===== src/rtl/mips_mult_div.sv =====
// Iterative MIPS multiply/divide unit with HI/LO registers.
// Serves MULT, MULTU, DIV and DIVU with 32 shift/add or shift/subtract steps,
// plus MTHI/MTLO moves while idle. Each operation takes 34 cycles: the start edge,
// 32 iteration edges and one sign-fixup edge.
// Optional feature: define MIPS_MULT_DIV_FAST_MULT_EN to finish MULT/MULTU in a
// single cycle using a combinational multiplier. DIV/DIVU are unchanged.
module mips_mult_div #(
    parameter int ITERATIONS = 32
) (
    input  logic        clk,
    input  logic        rst,
    input  logic        start,
    input  logic [1:0]  op,
    input  logic [31:0] OperandA,
    input  logic [31:0] OperandB,
    input  logic        HiWrite,
    input  logic        LoWrite,
    input  logic [31:0] DataIn,
    output logic        busy,
    output logic        done,
    output logic [31:0] hi,
    output logic [31:0] lo
);

    typedef enum logic [1:0] {
        IDLE  = 2'd0,
        RUN   = 2'd1,
        FIXUP = 2'd2
    } state_t;

    localparam logic [4:0] LAST_STEP = 5'(ITERATIONS - 1);

    state_t      state;
    logic [4:0]  counter;
    logic [63:0] prod;        // multiply: accumulator; divide: {remainder, quotient/dividend}
    logic [31:0] b_mag;       // magnitude of the multiplier/divisor
    logic        is_div;
    logic        neg_q;       // product/quotient sign
    logic        neg_r;       // remainder sign (dividend's sign)
    logic        div_zero;

    logic        sign_a;
    logic        sign_b;
    logic [31:0] mag_a;
    logic [31:0] mag_b;
    logic [32:0] mul_sum;
    logic [33:0] div_diff;
    logic [63:0] prod_step;
    logic [63:0] prod_neg;
    logic [31:0] quo_fix;
    logic [31:0] rem_fix;

`ifdef MIPS_MULT_DIV_FAST_MULT_EN
    logic [63:0] ext_a;
    logic [63:0] ext_b;
    logic [63:0] fast_prod;

    // Single-cycle product: the low 64 bits of the product of the sign- or
    // zero-extended operands is the correct result for both MULT and MULTU.
    always_comb begin
        ext_a     = op[0] ? {32'd0, OperandA} : {{32{OperandA[31]}}, OperandA};
        ext_b     = op[0] ? {32'd0, OperandB} : {{32{OperandB[31]}}, OperandB};
        fast_prod = ext_a * ext_b;
    end
`endif

    assign busy = (state != IDLE);

    // Operand magnitudes, one iteration step and the final sign fixup.
    always_comb begin
        // NOTE: every variable gets a default first so no path leaves one unassigned (no latch).
        sign_a    = ~op[0] & OperandA[31];
        sign_b    = ~op[0] & OperandB[31];
        mag_a     = sign_a ? (32'd0 - OperandA) : OperandA;
        mag_b     = sign_b ? (32'd0 - OperandB) : OperandB;

        // Multiply step: conditionally add the multiplicand into the upper half, then shift right.
        mul_sum   = {1'b0, prod[63:32]} + {1'b0, (prod[0] ? b_mag : 32'd0)};
        // Divide step: shift {rem, dividend} left one bit and try to subtract the divisor.
        div_diff  = {1'b0, prod[63:32], prod[31]} - {2'b00, b_mag};
        prod_step = {mul_sum, prod[31:1]};
        if (is_div) begin
            if (div_diff[33]) begin
                prod_step = {prod[62:0], 1'b0};
            end else begin
                prod_step = {div_diff[31:0], prod[30:0], 1'b1};
            end
        end

        prod_neg  = 64'd0 - prod;
        quo_fix   = neg_q ? (32'd0 - prod[31:0]) : prod[31:0];
        rem_fix   = neg_r ? (32'd0 - prod[63:32]) : prod[63:32];
    end

    // Control FSM together with the HI/LO registers and the done pulse.
    always_ff @(posedge clk) begin
        if (rst) begin
            state    <= IDLE;
            counter  <= 5'd0;
            prod     <= 64'd0;
            b_mag    <= 32'd0;
            is_div   <= 1'b0;
            neg_q    <= 1'b0;
            neg_r    <= 1'b0;
            div_zero <= 1'b0;
            hi       <= 32'd0;
            lo       <= 32'd0;
            done     <= 1'b0;
        end else begin
            // NOTE: non-blocking assignments so every register samples pre-edge values.
            done <= 1'b0;
            case (state)
                IDLE: begin
                    if (HiWrite) hi <= DataIn;
                    if (LoWrite) lo <= DataIn;
`ifdef MIPS_MULT_DIV_FAST_MULT_EN
                    if (start && !op[1]) begin
                        hi   <= fast_prod[63:32];
                        lo   <= fast_prod[31:0];
                        done <= 1'b1;
                    end else
`endif
                    if (start) begin
                        prod     <= {32'd0, mag_a};
                        b_mag    <= mag_b;
                        is_div   <= op[1];
                        neg_q    <= sign_a ^ sign_b;
                        neg_r    <= sign_a;
                        div_zero <= op[1] && (OperandB == 32'd0);
                        counter  <= 5'd0;
                        state    <= RUN;
                    end
                end
                RUN: begin
                    prod    <= prod_step;
                    counter <= counter + 5'd1;
                    if (counter == LAST_STEP) begin
                        state <= FIXUP;
                    end
                end
                FIXUP: begin
                    if (is_div) begin
                        hi <= rem_fix;
                        lo <= div_zero ? 32'hFFFF_FFFF : quo_fix;
                    end else begin
                        hi <= neg_q ? prod_neg[63:32] : prod[63:32];
                        lo <= neg_q ? prod_neg[31:0]  : prod[31:0];
                    end
                    done  <= 1'b1;
                    state <= IDLE;
                end
                default: state <= IDLE;
            endcase
        end
    end

endmodule


===== config.mk =====
export PLATFORM = sky130hd
export DESIGN_NAME = mips_mult_div
export DESIGN_NICKNAME = d
export VERILOG_FILES = /design/src/rtl/mips_mult_div.sv
export SDC_FILE = /design/constraint.sdc
export NUM_CORES = 1
export LEC_CHECK = 0
export ABC_AREA = 1
export ABC_CLOCK_PERIOD_IN_PS = 8150
export BUFFER_PORTS_ARGS = -buffer_cell sky130_fd_sc_hd__buf_2
export CELL_PAD_IN_SITES_DETAIL_PLACEMENT = 0
export CELL_PAD_IN_SITES_GLOBAL_PLACEMENT = 2
export CORE_ASPECT_RATIO = 1.2
export CORE_MARGIN = 2
export CORE_UTILIZATION = 34
export CTS_BUF_LIST = sky130_fd_sc_hd__clkbuf_8
export CTS_CLUSTER_SIZE = 10
export DETAILED_ROUTE_END_ITERATION = 8
export PLACE_DENSITY = 0.84
export SLEW_MARGIN = 20
export SYNTH_ARGS = -nofsm -noshare
export SYNTH_HDL_FRONTEND = slang
export SYNTH_SLANG_ARGS = --single-unit

===== constraint.sdc =====
create_clock -name clk -period 8.15 [get_ports clk]
set_clock_uncertainty 0.2 [all_clocks]
set_input_delay 1.63 -clock clk [delete_from_list [all_inputs] [get_ports clk]]
set_output_delay 1.63 -clock clk [all_outputs]
set_load 0.005 [all_outputs]

==> impl_metrics.env, run 1 <==
export IMPL_slowest_delay_ns=0.97
export IMPL_synth_edf_count=0
export IMPL_p_per_area_nw_per_um2=145
export IMPL_seq_area_frac_synth_pct=20.5
export IMPL_sequentialPowerShare_pct=37.2
export IMPL_syn_inst=3021
export IMPL_synth_ff_type="dfxtp_1"
export IMPL_fin_hold_ws_ns=0.273
export IMPL_vdd_drop_max_uv=85.6
export IMPL_worst_slew_pin_slew_ns=0.965
export IMPL_cts_resized=0
export IMPL_finalSetupTns_ns=0
export IMPL_p_sw_mw=1.15
export IMPL_vias=19800
export IMPL_wl_met1_mm=31.5
export IMPL_syn_avg_cell_area_um2=5.56
export IMPL_p_leak_nw=9.37
export IMPL_ys_ff_latch=172
export IMPL_crit_chain="buf_2 -> nand2_1 -> buf_4 -> clkinv_1 -> nor2_4 -> buf_4 -> clkinv_1 -> o21ai_0 -> a21oi_1"
export IMPL_critPathTopFamily="buffers and inverters"
export IMPL_clockPowerShare_pct=25.2
export IMPL_wl_mm=76.2
export IMPL_grt_first_pass_wirelength_mm=113
export IMPL_crit_type="in2reg"
export IMPL_gp_congestion=1.01
export IMPL_clock_fmax_mhz=235
export IMPL_cts_clk_slew_worst_paths_ns=0.09
export IMPL_fin_nets=3286
export IMPL_rows=89
export IMPL_htreeDepth=4
export IMPL_cp_max_fo=59
export IMPL_ys_top_cells_by_area="dfxtp_1 (21%), nand2_1 (19%), inv_1 (9.8%)"
export IMPL_clock_latency_ns=0.56
export IMPL_viasPerCell=5.27
export IMPL_track_usage_pct=29.5
export IMPL_hold_start="counter[3]"
export IMPL_yosys_area_top_type="dfxtp_1"
export IMPL_syn_nets=3196
export IMPL_design_die_area_um2=51200
export IMPL_r2r_cells=9
export IMPL_start_util_pct=34.3
export IMPL_cts_num_sinks=172
export IMPL_rsz0062_at_grt="false"
export IMPL_cts_hold_buf=0
export IMPL_post_dp_hpwl_mm=62.3
export IMPL_hp_class="reg2reg"
export IMPL_cts_root_buf="clkbuf_8"
export IMPL_hold_depth=2
export IMPL_post_drt_wl_per_cell_um=20.3
export IMPL_wl_met2_mm=38.2
export IMPL_r2r_slack_ns=4.29
export IMPL_startpoint="start"
export IMPL_postCtsSetupRepairBufs=0
export IMPL_die_h_um=247
export IMPL_cts_buffer_depth=2
export IMPL_timing_rr_start="state[1]"
export IMPL_area_delta_synth_final_pct=10.5
export IMPL_antenna_found_initial=1
export IMPL_drive_above_1_share_pct=8.67
export IMPL_drc=0
export IMPL_required_ns=8.39
export IMPL_worst_setup_path_start_kind="input pin"
export IMPL_final_cell_mix="nand2_1 (829), inv_1 (433), a21oi_1 (309)"
export IMPL_layout_min_cycle_time_ns=4.26
export IMPL_p_int_mw=1.53
export IMPL_yosysWarnings=0
export IMPL_cts_made_buffers=17
export IMPL_hold_violations=0
export IMPL_cap_violations=0
export IMPL_comb_power_share_pct=37.6
export IMPL_synth_top_cell_area_share_pct=20.5
export IMPL_grt_pass1_vias=18500
export IMPL_maxSlewViolCount=0
export IMPL_cp_slowest_cell="clkinv_1"
export IMPL_top_layer="met4"
export IMPL_ioPinCount=169
export IMPL_path_buf_inv=5
export IMPL_netlist_cell_type_count=46
export IMPL_drt_iter0_drc=1346
export IMPL_ant_nets=0
export IMPL_die_w_um=207
export IMPL_syn_cell_area_um2=16800
export IMPL_wl_met3_mm=2.70
export IMPL_finalSetupViolations=0
export IMPL_io_buffers=168
export IMPL_slew_headroom_pct=35.3
export IMPL_grt_ovfl_total=0
export IMPL_grt_max_degree=92
export IMPL_cts_tree="built"
export IMPL_drtPass1Iterations=7
export IMPL_finalCritPeriodShare_pct=52.2
export IMPL_status="finished, final reports clean"
export IMPL_async_reset_ff_share_pct=0
export IMPL_crit_arrival_ns=4.50
export IMPL_swShare_pct=43.0
export IMPL_mostFrequentLayoutCell="nand2_1"
export IMPL_timing_rr_end="prod[29]"
export IMPL_crit_path_end_kind="register"
export IMPL_core_um2=49000
export IMPL_worstHoldEndpoint="counter[3]"
## cells by family after synthesis
| logic type | after synthesis | synth area share [%] |
|---|---|---|
| AND/OR/NAND/NOR | 1504 | 37.9 |
| XOR/XNOR | 41 | 2.14 |
| AO/OA/AOI/OAI | 670 | 21.2 |
| buffers and inverters | 562 | 12.8 |
| adder cells (fa/ha/maj) | 72 | 5.46 |
| flip-flops | 172 | 20.5 |
## worst max path at each step
stage               slack, ns  cells after the start        end
floorplan                4.83                     12  b_mag[26]
global placement         3.76                      9   prod[12]
detailed placement       3.73                      9   prod[29]
CTS                      4.34                      9   prod[12]
global route             3.60                      9   prod[18]
finish                   3.89                      9   prod[29]
## metrics by stage
| stage | std cells | util, % | total power, mW | setup slack (ns) | instance area [um^2] |
|---|---|---|---|---|---|
| 6_report | 3762 | 37.8 | 2.69 | 3.89 | 18500 |
| 4_1_cts | 3761 | 37.8 | 2.70 | 4.34 | 18500 |
| 3_5_place_dp | 3729 | 37.0 | 2.03 | 3.73 | 18100 |
| 5_1_grt | 3762 | 37.8 | 2.85 | 3.60 | 18500 |
| 2_1_floorplan | 3021 | - | 1.64 | 4.83 | 16800 |
| 3_3_place_gp | 3729 | 37.0 | 2.02 | 3.76 | 18100 |
## flip-flops by register name, indices dropped and copies added (netlist names)
register  flops
prod         64
counter       5
div_zero      1
is_div        1
b_mag        32
neg_r         1
hi           32
lo           32
neg_q         1
state         2
done          1
## cell usage after synthesis, types with 18 or more instances
cell type,instances
o21ai_0,269
ha_1,70
a31oi_1,27
nand2_1,829
xor2_1,24
nand3b_1,22
nand3_1,243
dfxtp_1,172
nor3_1,43
clkbuf_1,89
nor2_1,277
o211ai_1,18
nand4_1,45
a21oi_1,309
inv_1,438
## worst reg2reg max path, delay by kind of cell, from the launching register on
family | cells | cell delay [ns]
compound gates | 2 | 0.57
flops | 1 | 0.57
buf+inv | 4 | 2.05
simple gates | 3 | 0.36
## routing by layer
| metal | track usage (%) | vias up |
|---|---|---|
| met5 | 0 | - |
| met1 | 34.5 | 9242 |
| met2 | 53.3 | 458 |
| li1 | - | 9999 |
| met4 | 14.2 | 0 |
| met3 | 2.99 | 113 |
## cell type report
cell class / instances / area, um^2
tap: 637 / 797
sequential: 172 / 3440
inverter: 447 / 1680
fill: 5662 / 30500
clock buffer: 18 / 248
timing repair buffer: 186 / 976
clock inverter: 14 / 185
antenna: 1 / 2.50
multi-input combinational: 2287 / 11200
## power by group through the flow
stage	sequential, mW	clock [mW]	combinational (mW)
2_1_floorplan	0.972	0	0.673
3_3_place_gp	1.02	0	1.00
3_5_place_dp	1.02	0	1.01
4_1_cts	0.999	0.690	1.01
5_1_grt	1.01	0.721	1.13
6_report	0.999	0.677	1.01
No activity file was read; power rests on OpenSTA's default activity.
==> run 2: changes to the inputs <==
--- a/config.mk
+++ b/config.mk
@@ -6,17 +6,17 @@
 export NUM_CORES = 1
 export LEC_CHECK = 0
 export ABC_AREA = 1
-export ABC_CLOCK_PERIOD_IN_PS = 8150
+export ABC_CLOCK_PERIOD_IN_PS = 3960
 export BUFFER_PORTS_ARGS = -buffer_cell sky130_fd_sc_hd__buf_2
 export CELL_PAD_IN_SITES_DETAIL_PLACEMENT = 0
 export CELL_PAD_IN_SITES_GLOBAL_PLACEMENT = 2
 export CORE_ASPECT_RATIO = 1.2
 export CORE_MARGIN = 2
-export CORE_UTILIZATION = 34
+export CORE_UTILIZATION = 32
 export CTS_BUF_LIST = sky130_fd_sc_hd__clkbuf_8
 export CTS_CLUSTER_SIZE = 10
 export DETAILED_ROUTE_END_ITERATION = 8
-export PLACE_DENSITY = 0.84
+export PLACE_DENSITY = 0.8
 export SLEW_MARGIN = 20
 export SYNTH_ARGS = -nofsm -noshare
 export SYNTH_HDL_FRONTEND = slang
==> constraint.sdc (replaced) <==
create_clock -name clk -period 3.96 [get_ports clk]
set_clock_uncertainty 0.2 [all_clocks]
set_input_delay 0.792 -clock clk [delete_from_list [all_inputs] [get_ports clk]]
set_output_delay 0.792 -clock clk [all_outputs]
set_load 0.005 [all_outputs]
==> run 2 against run 1 <==
Total power grew 110%. Critical path depth increased by 5. Global-route usage up 1.5 points. First-iteration DRC count up 28%. Flip-flop and latch count unchanged. Largest power group unchanged.
==> impl_metrics.env, run 2 (synthesis results as in run 1) <==
export IMPL_cts_num_sinks=172
export IMPL_maxSlewViolCount=0
export IMPL_ant_nets=0
export IMPL_rsz0062_at_grt="false"
export IMPL_finalSetupTns_ns=0
export IMPL_worst_slew_pin_slew_ns=1.01
export IMPL_cts_buffer_depth=2
export IMPL_finalCritPeriodShare_pct=84.7
export IMPL_fin_nets=3326
export IMPL_start_util_pct=32.5
export IMPL_vias=20400
export IMPL_final_cell_mix="nand2_1 (829), inv_1 (434), a21oi_1 (309)"
export IMPL_track_usage_pct=30.9
export IMPL_crit_type="reg2reg"
export IMPL_ioPinCount=169
export IMPL_crit_end="prod[46]"
export IMPL_gp_congestion=1.00
export IMPL_rows=91
export IMPL_largest_register_ffs=64
export IMPL_startpoint="prod[31]"
export IMPL_p_per_area_nw_per_um2=300
export IMPL_wl_mm=84.7
export IMPL_grt_ovfl_total=0
export IMPL_clock_latency_ns=0.58
export IMPL_antenna_found_initial=1
export IMPL_cts_made_buffers=17
export IMPL_cts_root_buf="clkbuf_8"
export IMPL_finalSetupViolations=0
export IMPL_required_ns=4.19
export IMPL_post_drt_wl_per_cell_um=21.9
export IMPL_grt_pass1_vias=19500
export IMPL_hp_class="reg2reg"
export IMPL_hold_violations=0
export IMPL_cts_tree="built"
export IMPL_timing_rr_end="prod[46]"
export IMPL_clock_fmax_mhz=298
export IMPL_postCtsSetupRepairBufs=0
export IMPL_cp_max_fo=5
export IMPL_die_h_um=255
export IMPL_drtPass1Iterations=6
export IMPL_post_dp_hpwl_mm=69.2
export IMPL_crit_arrival_ns=3.58
export IMPL_design_die_area_um2=54300
export IMPL_viasPerCell=5.27
export IMPL_grt_first_pass_wirelength_mm=123
export IMPL_drive_above_1_share_pct=9.83
export IMPL_cap_violations=0
export IMPL_regMostFlops="prod"
export IMPL_cts_clk_slew_worst_paths_ns=0.11
export IMPL_cts_resized=0
export IMPL_p_leak_nw=9.58
export IMPL_crit_path_end_kind="register"
export IMPL_die_w_um=213
export IMPL_drc=0
export IMPL_r2r_cells=14
export IMPL_cts_hold_buf=0
export IMPL_worst_setup_path_start_kind="register"
export IMPL_slew_headroom_pct=32.3
export IMPL_area_delta_synth_final_pct=12.7
export IMPL_finalCoreUtilization_pct=36.7
export IMPL_drt_iter0_drc=1720
export IMPL_status="finished, final reports clean"
export IMPL_timing_rr_start="prod[31]"
export IMPL_htreeDepth=4
export IMPL_layout_min_cycle_time_ns=3.35
export IMPL_core_um2=51600
export IMPL_vdd_drop_max_uv=165
export IMPL_grt_max_degree=71
export IMPL_io_buffers=168
export IMPL_r2r_slack_ns=0.61
export IMPL_mostFrequentLayoutCell="nand2_1"
-- run 2: cell count changes in the layout (fill, tap and decap cells not counted), sizes merged --
cell	before	now
buf	186	226
bufinv	3	2
clkbuf	18	17
clkinv	11	6
inv	446	453
-- run 2: worst min-delay path by stage --
stage / start / endpoint / slack [ns] / depth (start not counted)
finish: counter[4] / counter[4] / 0.28 / 2
global route: DataIn[13] / lo[13] / 0.30 / 3
CTS: DataIn[0] / lo[0] / 0.25 / 3
detailed placement: counter[3] / counter[3] / 0.26 / 2
global placement: counter[4] / counter[4] / 0.25 / 2
floorplan: counter[4] / counter[4] / 0.24 / 2
-- run 2: area by class of cell --
class,instances,area (um^2)
inverter,447,1680
fill,6005,32700
antenna,1,2.50
clock buffer,17,234
clock inverter,15,175
multi-input combinational,2287,11200
timing repair buffer,226,1300
sequential,172,3440
tap,697,872
-- run 2: per-stage QoR --
step           hold WS, ns  power [mW]  worst slack, ns  std cells  area (um^2)
2_1_floorplan        0.244        3.38             1.17       3021        16800
3_3_place_gp         0.253        4.28            0.647       3829        18500
3_5_place_dp         0.264        4.27            0.656       3829        18500
4_1_cts              0.254        5.71            0.644       3861        18900
5_1_grt              0.297        6.01            0.469       3862        18900
6_report             0.281        5.67            0.605       3862        18900
-- run 2: report_power, final --
group          leakage, nW  switching, mW  internal (mW)
clock network        0.209          0.834          0.584
registers             1.42          0.158           1.87
logic                 7.95           1.56          0.669
-- run 2: worst max-delay path, cell delays in order (launching register included) --
cell,delay [ns]
dfxtp_1,0.32
inv_1,0.33
ha_1,0.22
inv_1,0.11
fa_1,0.50
nand3_1,0.13
nand3_1,0.24
nand2_1,0.13
nand2_1,0.15
nand3_1,0.11
nand2_1,0.13
xnor2_1,0.37
nand2_1,0.10
nand3b_1,0.09
a21oi_1,0.06
-- run 2: metal layers --
layer | track usage (%) | vias to the layer above | routed length (um)
li1 | - | 10100 | -
met1 | 35.0 | 9557 | 33600
met2 | 55.4 | 549 | 42300
met3 | 3.12 | 150 | 3060
met4 | 19.9 | 0 | 5690
met5 | 0 | - | 0
